File: config.mk
export PLATFORM = sky130hd
export DESIGN_NAME = nrisc_int_ctrl
export DESIGN_NICKNAME = d
export VERILOG_FILES = /design/src/rtl/nrisc_int_ctrl.sv
export SDC_FILE = /design/constraint.sdc
export NUM_CORES = 1
export LEC_CHECK = 0
export CAP_MARGIN = 20
export CORE_MARGIN = 2
export CORE_UTILIZATION = 37
export CTS_CLUSTER_DIAMETER = 200
export CTS_CLUSTER_SIZE = 40
export DETAILED_ROUTE_END_ITERATION = 10
export SLEW_MARGIN = 20
export SYNTH_ARGS = -nofsm -noshare
export SYNTH_HDL_FRONTEND = slang
export SYNTH_SLANG_ARGS = --single-unit
File: constraint.sdc
create_clock -name clk -period 2.1 [get_ports clk]
set_clock_uncertainty 0.2 [all_clocks]
set_input_delay 0.42 -clock clk [delete_from_list [all_inputs] [get_ports clk]]
set_output_delay 0.42 -clock clk [all_outputs]
set_load 0.005 [all_outputs]
File: src/rtl/nrisc_int_ctrl.sv
// ----------------------------------------------------------------------------
// nrisc_int_ctrl
//
// Interrupt controller feeding the NRISC core's INTERRUPT_flag / INTERRUPT_ch
// inputs. Raw IRQ lines are double-synchronised, edge events are latched per
// source, masked, and the lowest-index eligible source is presented to the
// core. The core handshakes with a one-cycle INT_ack when it vectors and a
// one-cycle INT_eoi when the handler returns. No nesting: while a request is
// in service no new flag is raised, although pending bits keep accumulating.
//
// Ports:
//   clk            main clock, all state on posedge
//   rst            asynchronous active-low reset
//   IRQ_in         raw interrupt lines (asynchronous to clk)
//   INT_CFG_addr   register select: 0 MASK, 1 MODE, 2 PENDING, 3 STATUS
//   INT_CFG_wdata  register write data
//   INT_CFG_write  register write strobe (one cycle per write)
//   INT_CFG_rdata  register read data, combinational from INT_CFG_addr
//   INT_ack        core has vectored to INTERRUPT_ch (one-cycle pulse)
//   INT_eoi        core returned from handler (one-cycle pulse)
//   INTERRUPT_ch   channel of the presented request (zero-extended index)
//   INTERRUPT_flag request to core (registered)
// ----------------------------------------------------------------------------
module nrisc_int_ctrl #(
    parameter int unsigned TAM   = 16,
    parameter int unsigned N_SRC = 8
) (
    input  logic             clk,
    input  logic             rst,
    input  logic [N_SRC-1:0] IRQ_in,
    input  logic [1:0]       INT_CFG_addr,
    input  logic [TAM-1:0]   INT_CFG_wdata,
    input  logic             INT_CFG_write,
    output logic [TAM-1:0]   INT_CFG_rdata,
    input  logic             INT_ack,
    input  logic             INT_eoi,
    output logic [7:0]       INTERRUPT_ch,
    output logic             INTERRUPT_flag
);

    typedef enum logic [1:0] {
        StIdle,
        StReq,
        StService
    } state_e;

    localparam logic [1:0] AddrMask    = 2'd0;
    localparam logic [1:0] AddrMode    = 2'd1;
    localparam logic [1:0] AddrPending = 2'd2;
    localparam logic [1:0] AddrStatus  = 2'd3;

    // Synchroniser chain; r_s3 is the history flop used only for edge detection.
    logic [N_SRC-1:0] r_s1;
    logic [N_SRC-1:0] r_s2;
    logic [N_SRC-1:0] r_s3;

    logic [N_SRC-1:0] r_pending;
    logic [N_SRC-1:0] r_mask;
    logic [N_SRC-1:0] r_mode;

    state_e           r_state;
    logic [7:0]       r_ch;
    logic             r_flag;

    logic [N_SRC-1:0] w_edge;
    logic [N_SRC-1:0] w_elig;
    logic             w_any;
    logic [7:0]       w_win;
    logic [N_SRC-1:0] w_ch_sel;
    logic             w_ch_elig;
    logic             w_ack_take;
    logic [N_SRC-1:0] w_w1c;
    logic [N_SRC-1:0] w_clr;
    logic [N_SRC-1:0] w_pending_d;
    logic             w_wr_mask;
    logic             w_wr_mode;
    logic             w_wr_pending;

    assign w_edge = r_s2 & ~r_s3;
    assign w_elig = r_pending & r_mask;
    assign w_any  = |w_elig;

    // Lowest index wins: scan from the top so the last hit is the lowest bit.
    always_comb begin
        w_win = 8'd0;
        for (int i = int'(N_SRC) - 1; i >= 0; i--) begin
            if (w_elig[i]) begin
                w_win = 8'(i);
            end
        end
    end

    // One-hot decode of the frozen channel, used for withdrawal and ack-clear.
    always_comb begin
        w_ch_sel = '0;
        for (int i = 0; i < int'(N_SRC); i++) begin
            w_ch_sel[i] = (r_ch == 8'(i));
        end
    end

    assign w_ch_elig  = |(w_elig & w_ch_sel);
    assign w_ack_take = (r_state == StReq) && INT_ack;

    assign w_wr_mask    = INT_CFG_write && (INT_CFG_addr == AddrMask);
    assign w_wr_mode    = INT_CFG_write && (INT_CFG_addr == AddrMode);
    assign w_wr_pending = INT_CFG_write && (INT_CFG_addr == AddrPending);

    // W1C only touches edge-mode bits; level bits are rebuilt from s2 anyway.
    assign w_w1c = w_wr_pending ? (INT_CFG_wdata[N_SRC-1:0] & r_mode) : '0;
    assign w_clr = w_w1c | (w_ack_take ? (w_ch_sel & r_mode) : '0);

    // Edge bits: clear first, then OR in the new edge so a coincident event
    // survives the clear. Level bits simply track the synchronised line.
    assign w_pending_d = (r_mode & ((r_pending & ~w_clr) | w_edge)) | (~r_mode & r_s2);

    always_ff @(posedge clk or negedge rst) begin
        if (!rst) begin
            r_s1      <= '0;
            r_s2      <= '0;
            r_s3      <= '0;
            r_pending <= '0;
            r_mask    <= '0;
            r_mode    <= '0;
        end else begin
            r_s1      <= IRQ_in;
            r_s2      <= r_s1;
            r_s3      <= r_s2;
            r_pending <= w_pending_d;
            if (w_wr_mask) begin
                r_mask <= INT_CFG_wdata[N_SRC-1:0];
            end
            if (w_wr_mode) begin
                r_mode <= INT_CFG_wdata[N_SRC-1:0];
            end
        end
    end

    // Request sequencer with registered flag and channel.
    always_ff @(posedge clk or negedge rst) begin
        if (!rst) begin
            r_state <= StIdle;
            r_ch    <= 8'd0;
            r_flag  <= 1'b0;
        end else begin
            unique case (r_state)
                StIdle: begin
                    if (w_any) begin
                        r_state <= StReq;
                        r_ch    <= w_win;
                        r_flag  <= 1'b1;
                    end
                end
                StReq: begin
                    // Ack takes precedence over a same-cycle withdrawal.
                    if (INT_ack) begin
                        r_state <= StService;
                        r_flag  <= 1'b0;
                    end else if (!w_ch_elig) begin
                        r_state <= StIdle;
                        r_flag  <= 1'b0;
                    end
                end
                StService: begin
                    if (INT_eoi) begin
                        r_state <= StIdle;
                    end
                end
                default: begin
                    r_state <= StIdle;
                    r_flag  <= 1'b0;
                end
            endcase
        end
    end

    always_comb begin
        INT_CFG_rdata = '0;
        unique case (INT_CFG_addr)
            AddrMask:    INT_CFG_rdata[N_SRC-1:0] = r_mask;
            AddrMode:    INT_CFG_rdata[N_SRC-1:0] = r_mode;
            AddrPending: INT_CFG_rdata[N_SRC-1:0] = r_pending;
            AddrStatus:  INT_CFG_rdata[9:0]       = {(r_state == StService), r_flag, r_ch};
            default:     INT_CFG_rdata            = '0;
        endcase
    end

    assign INTERRUPT_ch   = r_ch;
    assign INTERRUPT_flag = r_flag;

    // Write data above the source count has no destination.
    if (TAM > N_SRC) begin : g_wdata_unused
        logic w_unused_wdata;
        assign w_unused_wdata = ^INT_CFG_wdata[TAM-1:N_SRC];
    end

endmodule

==> impl_results.md, run 1 <==
- Outcome: completed
- Global-route wire length before repair: 8640 um
- HPWL after DPL: 3760 um
- Highest Signal Layer: met4
- Layout area overhead: 27.4%
- Worst setup EP type: output port
- N_diodes: 0
- CTS tree: built
- Total Nets Final: roughly 290
- Reg2Reg Capture Point: INTERRUPT_flag
- I/O Pins: 56
- Die footprint: 7090 um2
- Core area: 6280 um2
- Sequential area share after synthesis: 56.8%
- Reg-to-reg slack, setup: 0.35 ns
- Met2 wire len: between 2000 and 2500 um
- Vias in the first global route: 1708
- Psw: 0.000946 W
- Yosys warns: 0
- Pre-antenna DRT Iters: 4
- Gp weighted congestion: 0.822
- Reg power frac: 46.4%
- Initial antenna violation count: 0
- Vias/cell: 5.09
- Met3 WL: around 320 um
- FF-to-FF Start: INTERRUPT_ch[1]
- FF-to-FF path depth: 5
- Worst VDD drop: 0.402 mV
- DR vias: approximately 1700
- WL final: 5110 um
- Number of flops mapped to enable cells by yosys: 0
- Detail Route Antenna Nets: 0
- CTS Buffer Depth: 2
- Final hold vios: 0
- Cell Chain, Critical Path: clkdlybuf4s15_2 > mux4_2 > clkdlybuf4s15_1
- Largest net degree at the start of global routing: 38
- H-Tree Depth: 2
- Hold depth: 0
- #FFs+latches synth: 54
- Wl on met1: 2340 um
- RSZ-0062 raised after global routing: no
- Combinational power share: 32.9%
- Total gr overflow: 0
- Hold path start: r_s1[1]
- Worst Path Arrival: 1.44 ns
- GRT Total Usage: 15.5%
- Setup crit start kind: input pin
- Crit path buffers/inverters: 2
- Site row count: 29
- Pint: 0.00199 W
- Final setup vio count: 0
- Clock latency on the worst-skew pair: 0.31 ns
- # port buffers: 36
- Synthesized area: 2380 um2
- Critical Path Fanout Max: 6
- Tcrit/Tclk final: 97.9%
- PwrDens: approximately 970 nW/um2
- Ys async rst share: 100%
- Starting DRT DRC Count: a little under 200
- Layout cells sized above 1: 25.7%
- Clock Tree Root: clkbuf_8
- Leak pwr: between 1 and 1.5 nW
- Initial core utilization: 37.9%
- CTS sink cnt: 54
- Clock power share: roughly a fifth
- CP max stage cell: mux4_2
- FILL cells: 593
- Minimum clock period: 2.06 ns
- Synth Flop Type: dfrtp_1
- Library cells used by synthesis: 37
- Max-cap violations: 0
- Vert. Die Dim: 84.2 um
- Final Util: between 40% and 50%
- Switching Share: 32.3%
- Synth Instances: 196
- Hold Path End: r_s2[1]
- DIE WIDTH: between 80 and 90 um
- Syn_area_per_cell: 12.1 um2
- Worst EP required: 1.48 ns
- Total CTS buffers: 5
- Design Power: approximately 0.003 W
- Setup TNS: 0 ns
- Critical path class: in2out
- Drt drc: 0
- CP peak stage delay: 0.52 ns
- HP Class: reg2reg
- Max-slew violations: 0
- Clock Pin Slew Worst Setup and Hold Paths: 0.09 ns
- Routed wire per std cell: 15.1 um
- CP top delay family: multiplexers
- Fmax: 486 MHz
-- state kept, by name, indices dropped and copies added (netlist names) --
register and cells:
INTERRUPT_ch 3, INTERRUPT_flag 1, r_mask 8, r_mode 8
r_pending 8, r_s1 8, r_s2 8, r_s3 8
r_state 2
-- repair_timing --
item	4_1_cts	5_1_grt
setup endpoints to repair	10	1
buffers inserted	2	0
gates resized for setup	37	2
endpoints found under the hold margin	17	0
hold buffers	1	0
gates cloned	0	0
-- metrics by stage --
step                cells  setup slack, ns  hold WS [ns]  instance area [um2]
floorplan             206            0.378       -0.0756                 2420
global placement      327           -0.631         0.132                 2940
detailed placement    327           -0.628         0.135                 2940
CTS                   338           0.0291         0.157                 3040
global route          338          0.00998         0.166                 3030
finish                338           0.0443         0.156                 3030
-- Yosys cell counts, types with 2 or more instances --
master	instances	area, um2
dfrtp_1	54	1350
nand2_1	31	116
mux2_2	16	180
buf_4	14	105
a21oi_1	7	35.0
a21o_1	6	45.0
a221oi_1	6	52.6
o21ai_0	6	30.0
mux2i_1	5	50.1
nor2_1	5	18.8
a22oi_1	4	30.0
nand3_1	4	20.0
inv_1	3	11.3
mux4_2	3	67.6
nand3b_1	3	22.5
a21boi_0	2	15.0
a22o_1	2	17.5
a311o_1	2	20.0
a32o_1	2	20.0
nand2b_1	2	12.5
nor2b_1	2	12.5
o31ai_1	2	15.0
-- power by group through the flow --
stage          Clock [W]  Combinational, W  Sequential, W
2_1_floorplan          0          0.000559        0.00136
3_3_place_gp           0          0.000986        0.00138
3_5_place_dp           0          0.000998        0.00138
4_1_cts         0.000624          0.000975        0.00136
5_1_grt         0.000671           0.00107        0.00139
6_report        0.000606          0.000965        0.00136
-- placed cells by master (no fill, tap or decap), types with 4 or more instances in the layout --
cell,count
a21o_1,6
a21oi_1,7
a221oi_1,6
a22oi_1,4
buf_2,8
buf_4,24
clkbuf_8,6
clkdlybuf4s50_1,23
conb_1,11
dfrtp_1,54
mux2_2,16
mux2i_1,5
nand2_1,31
nand3_1,4
nor2_1,5
o21ai_0,5
-- routing by layer --
layer / vias to the layer above / track usage (%)
li1: 813 / -
met1: 835 / 22.3
met2: 64 / 23.2
met3: 9 / 3.34
met4: 0 / 5.72
met5: - / 0
-- cell type report --
| type | count | area, um2 | area share (%) |
|---|---|---|---|
| Clock inverter | 2 | 12.5 | 0.413 |
| Multi-Input combinational cell | 133 | 937 | 30.9 |
| Sequential cell | 54 | 1350 | 44.6 |
| Timing Repair Buffer | 63 | 539 | 17.8 |
| Inverter | 3 | 11.3 | 0.372 |
| Tap cell | 77 | 96.3 | 3.18 |
| Clock buffer | 6 | 82.6 | 2.73 |
-- worst register-to-register path, stage by stage (launching register included) --
cell and delay, ns:
dfrtp_1 0.40, buf_4 0.18, and4b_1 0.20, a311o_1 0.34
o221ai_2 0.23, o21ai_1 0.10
-- worst max path at each step --
stage,startpoint,endpoint,cells after the start
2_1_floorplan,INT_CFG_addr[1],INT_CFG_rdata[0],2
3_3_place_gp,INT_CFG_addr[0],INT_CFG_rdata[4],5
3_5_place_dp,INT_CFG_addr[0],INT_CFG_rdata[5],5
4_1_cts,INT_CFG_addr[0],INT_CFG_rdata[2],3
5_1_grt,INT_CFG_addr[0],INT_CFG_rdata[2],3
6_report,INT_CFG_addr[0],INT_CFG_rdata[2],3
-- kinds of logic (layout without fill, tap and decap cells) --
logic type | count (synthesis) | in the layout | share of synthesized area (%)
AO/OA/AOI/OAI | 43 | 43 | 13.5
flip-flops | 54 | 54 | 56.8
multiplexers | 24 | 24 | 12.5
AND/OR/NAND/NOR | 55 | 55 | 11.5
other | 1 | 11 | 0.158
buffers and inverters | 19 | 74 | 5.58
Power figures use the tool's default switching activity.
==> run 2: changes to the inputs <==
ABC_CLOCK_PERIOD_IN_PS = 1900   (was not set)
GPL_TIMING_DRIVEN = 0   (was not set)
clock period = 1.9 ns   (was 2.1 ns; I/O delays follow)
==> impl_results.md, run 2 (same netlist as run 1, synthesis figures left out) <==
- Outcome: complete, but fails checks
- Failing checks: negative setup slack
- H-Tree Depth: 2 (unchanged)
- Hold path start: r_s1[1]
- Clock Tree Root: clkbuf_8
- DR vias: 1782 (+3.5%)
- Clock latency on the worst-skew pair: 0.31 ns (about the same)
- Critical Path Fanout Max: 7 (+1)
- Leak pwr: 1.51 nW (+8.6%)
- Worst VDD drop: 0.590 mV (+47%)
- CTS tree: built
- Minimum clock period: 2.07 ns
- Max-cap violations: 0 (unchanged)
- Critical Path Source: INTERRUPT_ch[1]
- Site row count: 29 (unchanged)
- Detail Route Antenna Nets: 0 (unchanged)
- Largest net degree at the start of global routing: 55 (+45%)
- Most frequent cells in the layout: 53 x dfrtp_1, 31 x nand2_1, 30 x buf_4, 20 x clkdlybuf4s50_1, 16 x mux2_2
- N_diodes: 0 (unchanged)
- Slew @ Worst Pin: 0.664 ns
- Global-route wire length before repair: 8500 um (-1.6%)
- Leading cell type in the layout, fill and taps excluded: dfrtp_1
- Fin Hold WS: 0.156 ns (+0.000477 ns)
- GRT Total Usage: 15.5% (about the same)
- Layout area overhead: 35.5%
- Worst EP required: 1.32 ns (-0.16 ns)
- Die footprint: 7090 um2 (unchanged)
- RSZ-0062 raised after global routing: yes
- Total gr overflow: 0 (unchanged)
- FF-to-FF path depth: 6 (+1)
- CTS sink cnt: 54 (unchanged)
- Crit path to: INT_CFG_rdata[1]
- PwrDens: 1060 nW/um2 (+9.3%)
- Clock Pin Slew Worst Setup and Hold Paths: 0.09 ns (about the same)
- FF-to-FF Start: INTERRUPT_ch[1]
- Worst Path Arrival: 1.49 ns (+0.05 ns)
- DIE WIDTH: 84.2 um (unchanged)
- Reg-to-reg slack, setup: 0.07 ns (-0.28 ns)
- Tcrit/Tclk final: 109%
- Total CTS buffers: 5 (unchanged)
- Total Nets Final: 305 (+4.8%)
- Setup crit start kind: flop
- Routed wire per std cell: 14.9 um (-1.5%)
- Initial antenna violation count: 0 (unchanged)
- HP Class: reg2reg
- Worst setup margin: -0.166 ns (-0.210 ns)
- WL final: 5230 um (+2.3%)
- Reg2Reg Capture Point: r_state[0]
- Drt drc: 0 (unchanged)
- # port buffers: 36 (unchanged)
- Initial core utilization: 37.9% (unchanged)
- Max-Slew Margin vs Limit: 55.7%
- Layout cells sized above 1: 30.7% (+5.0 points)
- Starting DRT DRC Count: 144 (-28%)
- Gp weighted congestion: 0.788 (-4.1%)
- Pre-antenna DRT Iters: 5 (+1)
- Max-slew violations: 0 (unchanged)
- Core area: 6280 um2 (unchanged)
- I/O Pins: 56 (unchanged)
- Vias in the first global route: 1691 (-1.0%)
- CTS Buffer Depth: 2 (unchanged)
- Final Util: 51.3% (+3.1 points)
- Worst setup EP type: output port
- Vert. Die Dim: 84.2 um (unchanged)
- Final setup vio count: 2 (+2)
- Critical path class: reg2out
- Final hold vios: 0 (unchanged)
- Vias/cell: 5.08 (-0.29%)
- HPWL after DPL: 3520 um (-6.4%)
- Fmax: 484 MHz
run 2: cell types whose count changed in the layout (fill, tap and decap cells not counted), sizes merged:
| cell | before | now |
|---|---|---|
| buf | 34 | 47 |
| dlygate4sd2 | 3 | 7 |
| clkdlybuf4s50 | 23 | 20 |
| clkdlybuf4s15 | 2 | 0 |
| dlymetal6s2s | 0 | 2 |
| clkinv | 1 | 0 |
run 2: through the flow:
stage	setup WS, ns	TNS, ns	total power, W	cell area [um2]	std cells
floorplan	0.258	0	0.00213	2420	206
global placement	-1.39	-90.04	0.00254	2870	319
detailed placement	-0.901	-15.29	0.00256	2870	319
CTS	-0.184	-0.369	0.00331	3140	344
global route	-0.206	-0.409	0.00361	3220	351
finish	-0.166	-0.287	0.00341	3220	351
run 2: report_power, final:
group          internal, W  total, W  switching, W
sequential         0.00134   0.00151      0.000176
combinational     0.000722   0.00128      0.000562
clock             0.000254  0.000609      0.000355
total              0.00231   0.00341       0.00109
run 2: worst min-delay path by stage:
stage / end / slack (ns) / depth (start not counted)
after floorplan: INTERRUPT_ch[0] / -0.12 / 0
after global placement: r_s2[7] / 0.13 / 0
after detailed placement: r_s2[1] / 0.14 / 0
after CTS: r_s2[1] / 0.16 / 0
after global routing: r_s2[7] / 0.17 / 0
final: r_s2[1] / 0.16 / 0
run 2: layout make-up:
class	instances	area, um2
Buffer	16	143
Clock buffer	6	72.6
Clock inverter	1	7.51
Fill cell	576	3050
Inverter	3	11.3
Multi-Input combinational cell	133	966
Sequential cell	54	1350
Tap cell	77	96.3
Timing Repair Buffer	61	574
run 2: worst max-delay path: stages, from the launching register on:
cell and delay (ns):
dfrtp_1 0.42, buf_6 0.14, mux4_2 0.47, buf_2 0.14
run 2: layer usage:
metal / vias up / routed length [um] / global-route usage, %
met3: 13 / 291 / 3.44
met1: 872 / 2520 / 22.7
met2: 55 / 2280 / 22.2
met4: 0 / 137 / 6.74
met5: - / 0 / 0
li1: 842 / - / -
run 2: what timing repair did:
action / 4_1_cts / 5_1_grt
hold buffers: 1 / 0
endpoints found under the setup margin: 22 / 9
resized for setup: 53 / 10
buffers inserted: 17 / 7
hold endpoints to repair: 54 / 0
pin swaps: 1 / 3
cloned: 0 / 0
==> run 3: changes to the inputs <==
ABC_CLOCK_PERIOD_IN_PS = 2300   (was 1900)
DONT_BUFFER_PORTS = 1   (was not set)
PLACE_DENSITY = 0.56   (was not set)
clock period = 2.3 ns   (was 1.9 ns; I/O delays follow)
==> impl_results.md, run 3 (same netlist as run 1, synthesis figures left out) <==
- Worst VDD drop: 0.445 mV (-24%)
- Global-route wire length before repair: 8150 um (-4.1%)
- Leading cell type in the layout, fill and taps excluded: dfrtp_1
- PwrDens: 943 nW/um2 (-11%)
- Clock Tree Root: clkbuf_8
- Max-cap violations: 0 (unchanged)
- Outcome: completed
- Clock Pin Slew Worst Setup and Hold Paths: 0.09 ns (about the same)
- Starting DRT DRC Count: 82 (-43%)
- Max-Slew Margin vs Limit: 51.0% (-4.7 points)
- Final setup vio count: 0 (-2)
- Tcrit/Tclk final: roughly 93%
- CTS tree: built
- Minimum clock period: 2.14 ns
- Max-slew violations: 0 (unchanged)
- Gp weighted congestion: 0.823 (+4.4%)
- Initial core utilization: 37.9% (unchanged)
- N_diodes: 0 (unchanged)
- Leak pwr: 1.23 nW (-18%)
- Slew @ Worst Pin: 0.732 ns (+0.0678 ns)
- CTS resizes: 0 (-100%)
- Core area: 6280 um2 (unchanged)
- Die footprint: 7090 um2 (unchanged)
- H-Tree Depth: 2 (unchanged)
- CTS Buffer Depth: 2 (unchanged)
- FF-to-FF path depth: 5 (-1)
- CTS sink cnt: 54 (unchanged)
- Most frequent cells in the layout: 54 x dfrtp_1, 31 x nand2_1, 16 x mux2_2, 14 x buf_4, 11 x conb_1
- Hold depth: 1 (+1)
- Layout area overhead: 15.2%
- Vert. Die Dim: 84.2 um (unchanged)
- Crit path buffers/inverters: 1 (-1)
- Initial antenna violation count: 0 (unchanged)
- Final hold vios: 0 (unchanged)
- Cell Chain, Critical Path: buf_4 > mux4_2
- Total CTS buffers: 5 (unchanged)
- Detail Route Antenna Nets: 0 (unchanged)
- Critical path depth: 2 (-1)
- # port buffers: 0 (-100%)
- I/O Pins: 56 (unchanged)
- Worst EP required: 1.64 ns (+0.32 ns)
- Critical path class: reg2out
- Setup TNS: 0 ns (+0.287 ns)
- Worst setup EP type: output port
- Final Util: 43.7% (-7.7 points)
- Pre-antenna DRT Iters: 5 (unchanged)
- Vias in the first global route: 1536 (-9.2%)
- Hold path start: INT_eoi
- FILL cells: 604 (+4.9%)
- Total gr overflow: 0 (unchanged)
- Worst Path Arrival: 1.48 ns (about the same)
- Critical Path Fanout Max: 10 (+3)
- Vias/cell: 5.18 (+2.1%)
- Largest net degree at the start of global routing: 55 (unchanged)
- Total Nets Final: 254 (-17%)
- Setup crit start kind: flop
- Fmax: 468 MHz
- DR vias: 1560 (-12%)
- Layout cells sized above 1: 21.4% (-9.2 points)
- WL final: 5090 um (-2.7%)
- Clock latency on the worst-skew pair: 0.31 ns (about the same)
- Drt drc: 0 (unchanged)
- Routed wire per std cell: 16.9 um (+13%)
- FF-to-FF Start: INTERRUPT_ch[1]
- CP peak stage delay: 0.50 ns (+0.03 ns)
- CP max stage cell: mux4_2
- Site row count: 29 (unchanged)
- GRT Total Usage: 14.8% (-0.69 points)
- Reg-to-reg slack, setup: 0.51 ns (+0.44 ns)
- DIE WIDTH: 84.2 um (unchanged)
- RSZ-0062 raised after global routing: no
- CP top delay family: multiplexers
- HPWL after DPL: 3540 um (+0.58%)
- HP Class: in2reg
- Critical Path Source: INTERRUPT_ch[1]
-- run 3: cell count changes in the layout (fill, tap and decap cells not counted), sizes merged --
cell           change
buf               -30
bufinv             +1
clkdlybuf4s50     -20
dlygate4sd2        -7
dlygate4sd3        +8
dlymetal6s2s       -2
-- run 3: path summary, 6_finish.rpt --
check                              endpoint
max                        INT_CFG_rdata[1]
min                              r_state[1]
max reg2reg                      r_state[0]
min reg2reg                         r_s2[5]
max in group asynchronous   INTERRUPT_ch[1]
min in group asynchronous           r_s2[3]
-- run 3: area by class of cell --
cell class / count / area (um2) / share of cell area (%)
clock inverters: 2 / 37.5 / 1.37
plain buffers: 16 / 121 / 4.43
clock buffers: 6 / 72.6 / 2.65
inverters: 3 / 11.3 / 0.411
flip-flops and latches: 54 / 1350 / 49.3
multi-input cells: 133 / 932 / 34.0
repair buffers: 10 / 118 / 4.29
well taps: 77 / 96.3 / 3.52
-- run 3: timing repair --
item / CTS / global route
setup buffers: 0 / 0
hold buffers: 10 / 0
hold endpoints to repair: 62 / 0
-- run 3: worst register-to-register path: stages, from the launching register on --
cell and delay (ns):
dfrtp_1 0.47, buf_4 0.22, nor2_1 0.09, a311o_1 0.38, o221ai_2 0.23, o31ai_1 0.09
-- run 3: layer usage --
layer  vias up  track usage (%)  part of all wire, %
met3         8             4.82                  7.2
met4         0             5.43                  1.7
li1        741                -                    -
met2        51             22.5                   45
met5         -                0                    0
met1       760             20.0                   46
-- run 3: through the flow --
| stage | cells | setup slack [ns] | instance area [um2] | hold WS [ns] | total power [W] |
|---|---|---|---|---|---|
| 6_report | 301 | 0.162 | 2740 | 0.0519 | 0.00258 |
| 5_1_grt | 301 | 0.114 | 2740 | 0.0419 | 0.00274 |
| 3_5_place_dp | 283 | 0.381 | 2510 | -0.0343 | 0.00194 |
| 3_3_place_gp | 283 | 0.378 | 2510 | -0.0342 | 0.00192 |
| 2_1_floorplan | 206 | 0.498 | 2420 | -0.0356 | 0.00176 |
| 4_1_cts | 301 | 0.149 | 2740 | 0.0489 | 0.00261 |
-- run 3: power breakdown --
| group | leakage, nW | total (W) | internal, W | switching, W |
|---|---|---|---|---|
| Clock | 0.0514 | 0.000628 | 0.000325 | 0.000303 |
| Combinational | 0.543 | 0.000666 | 0.000320 | 0.000346 |
| Sequential | 0.634 | 0.00129 | 0.00110 | 0.000186 |
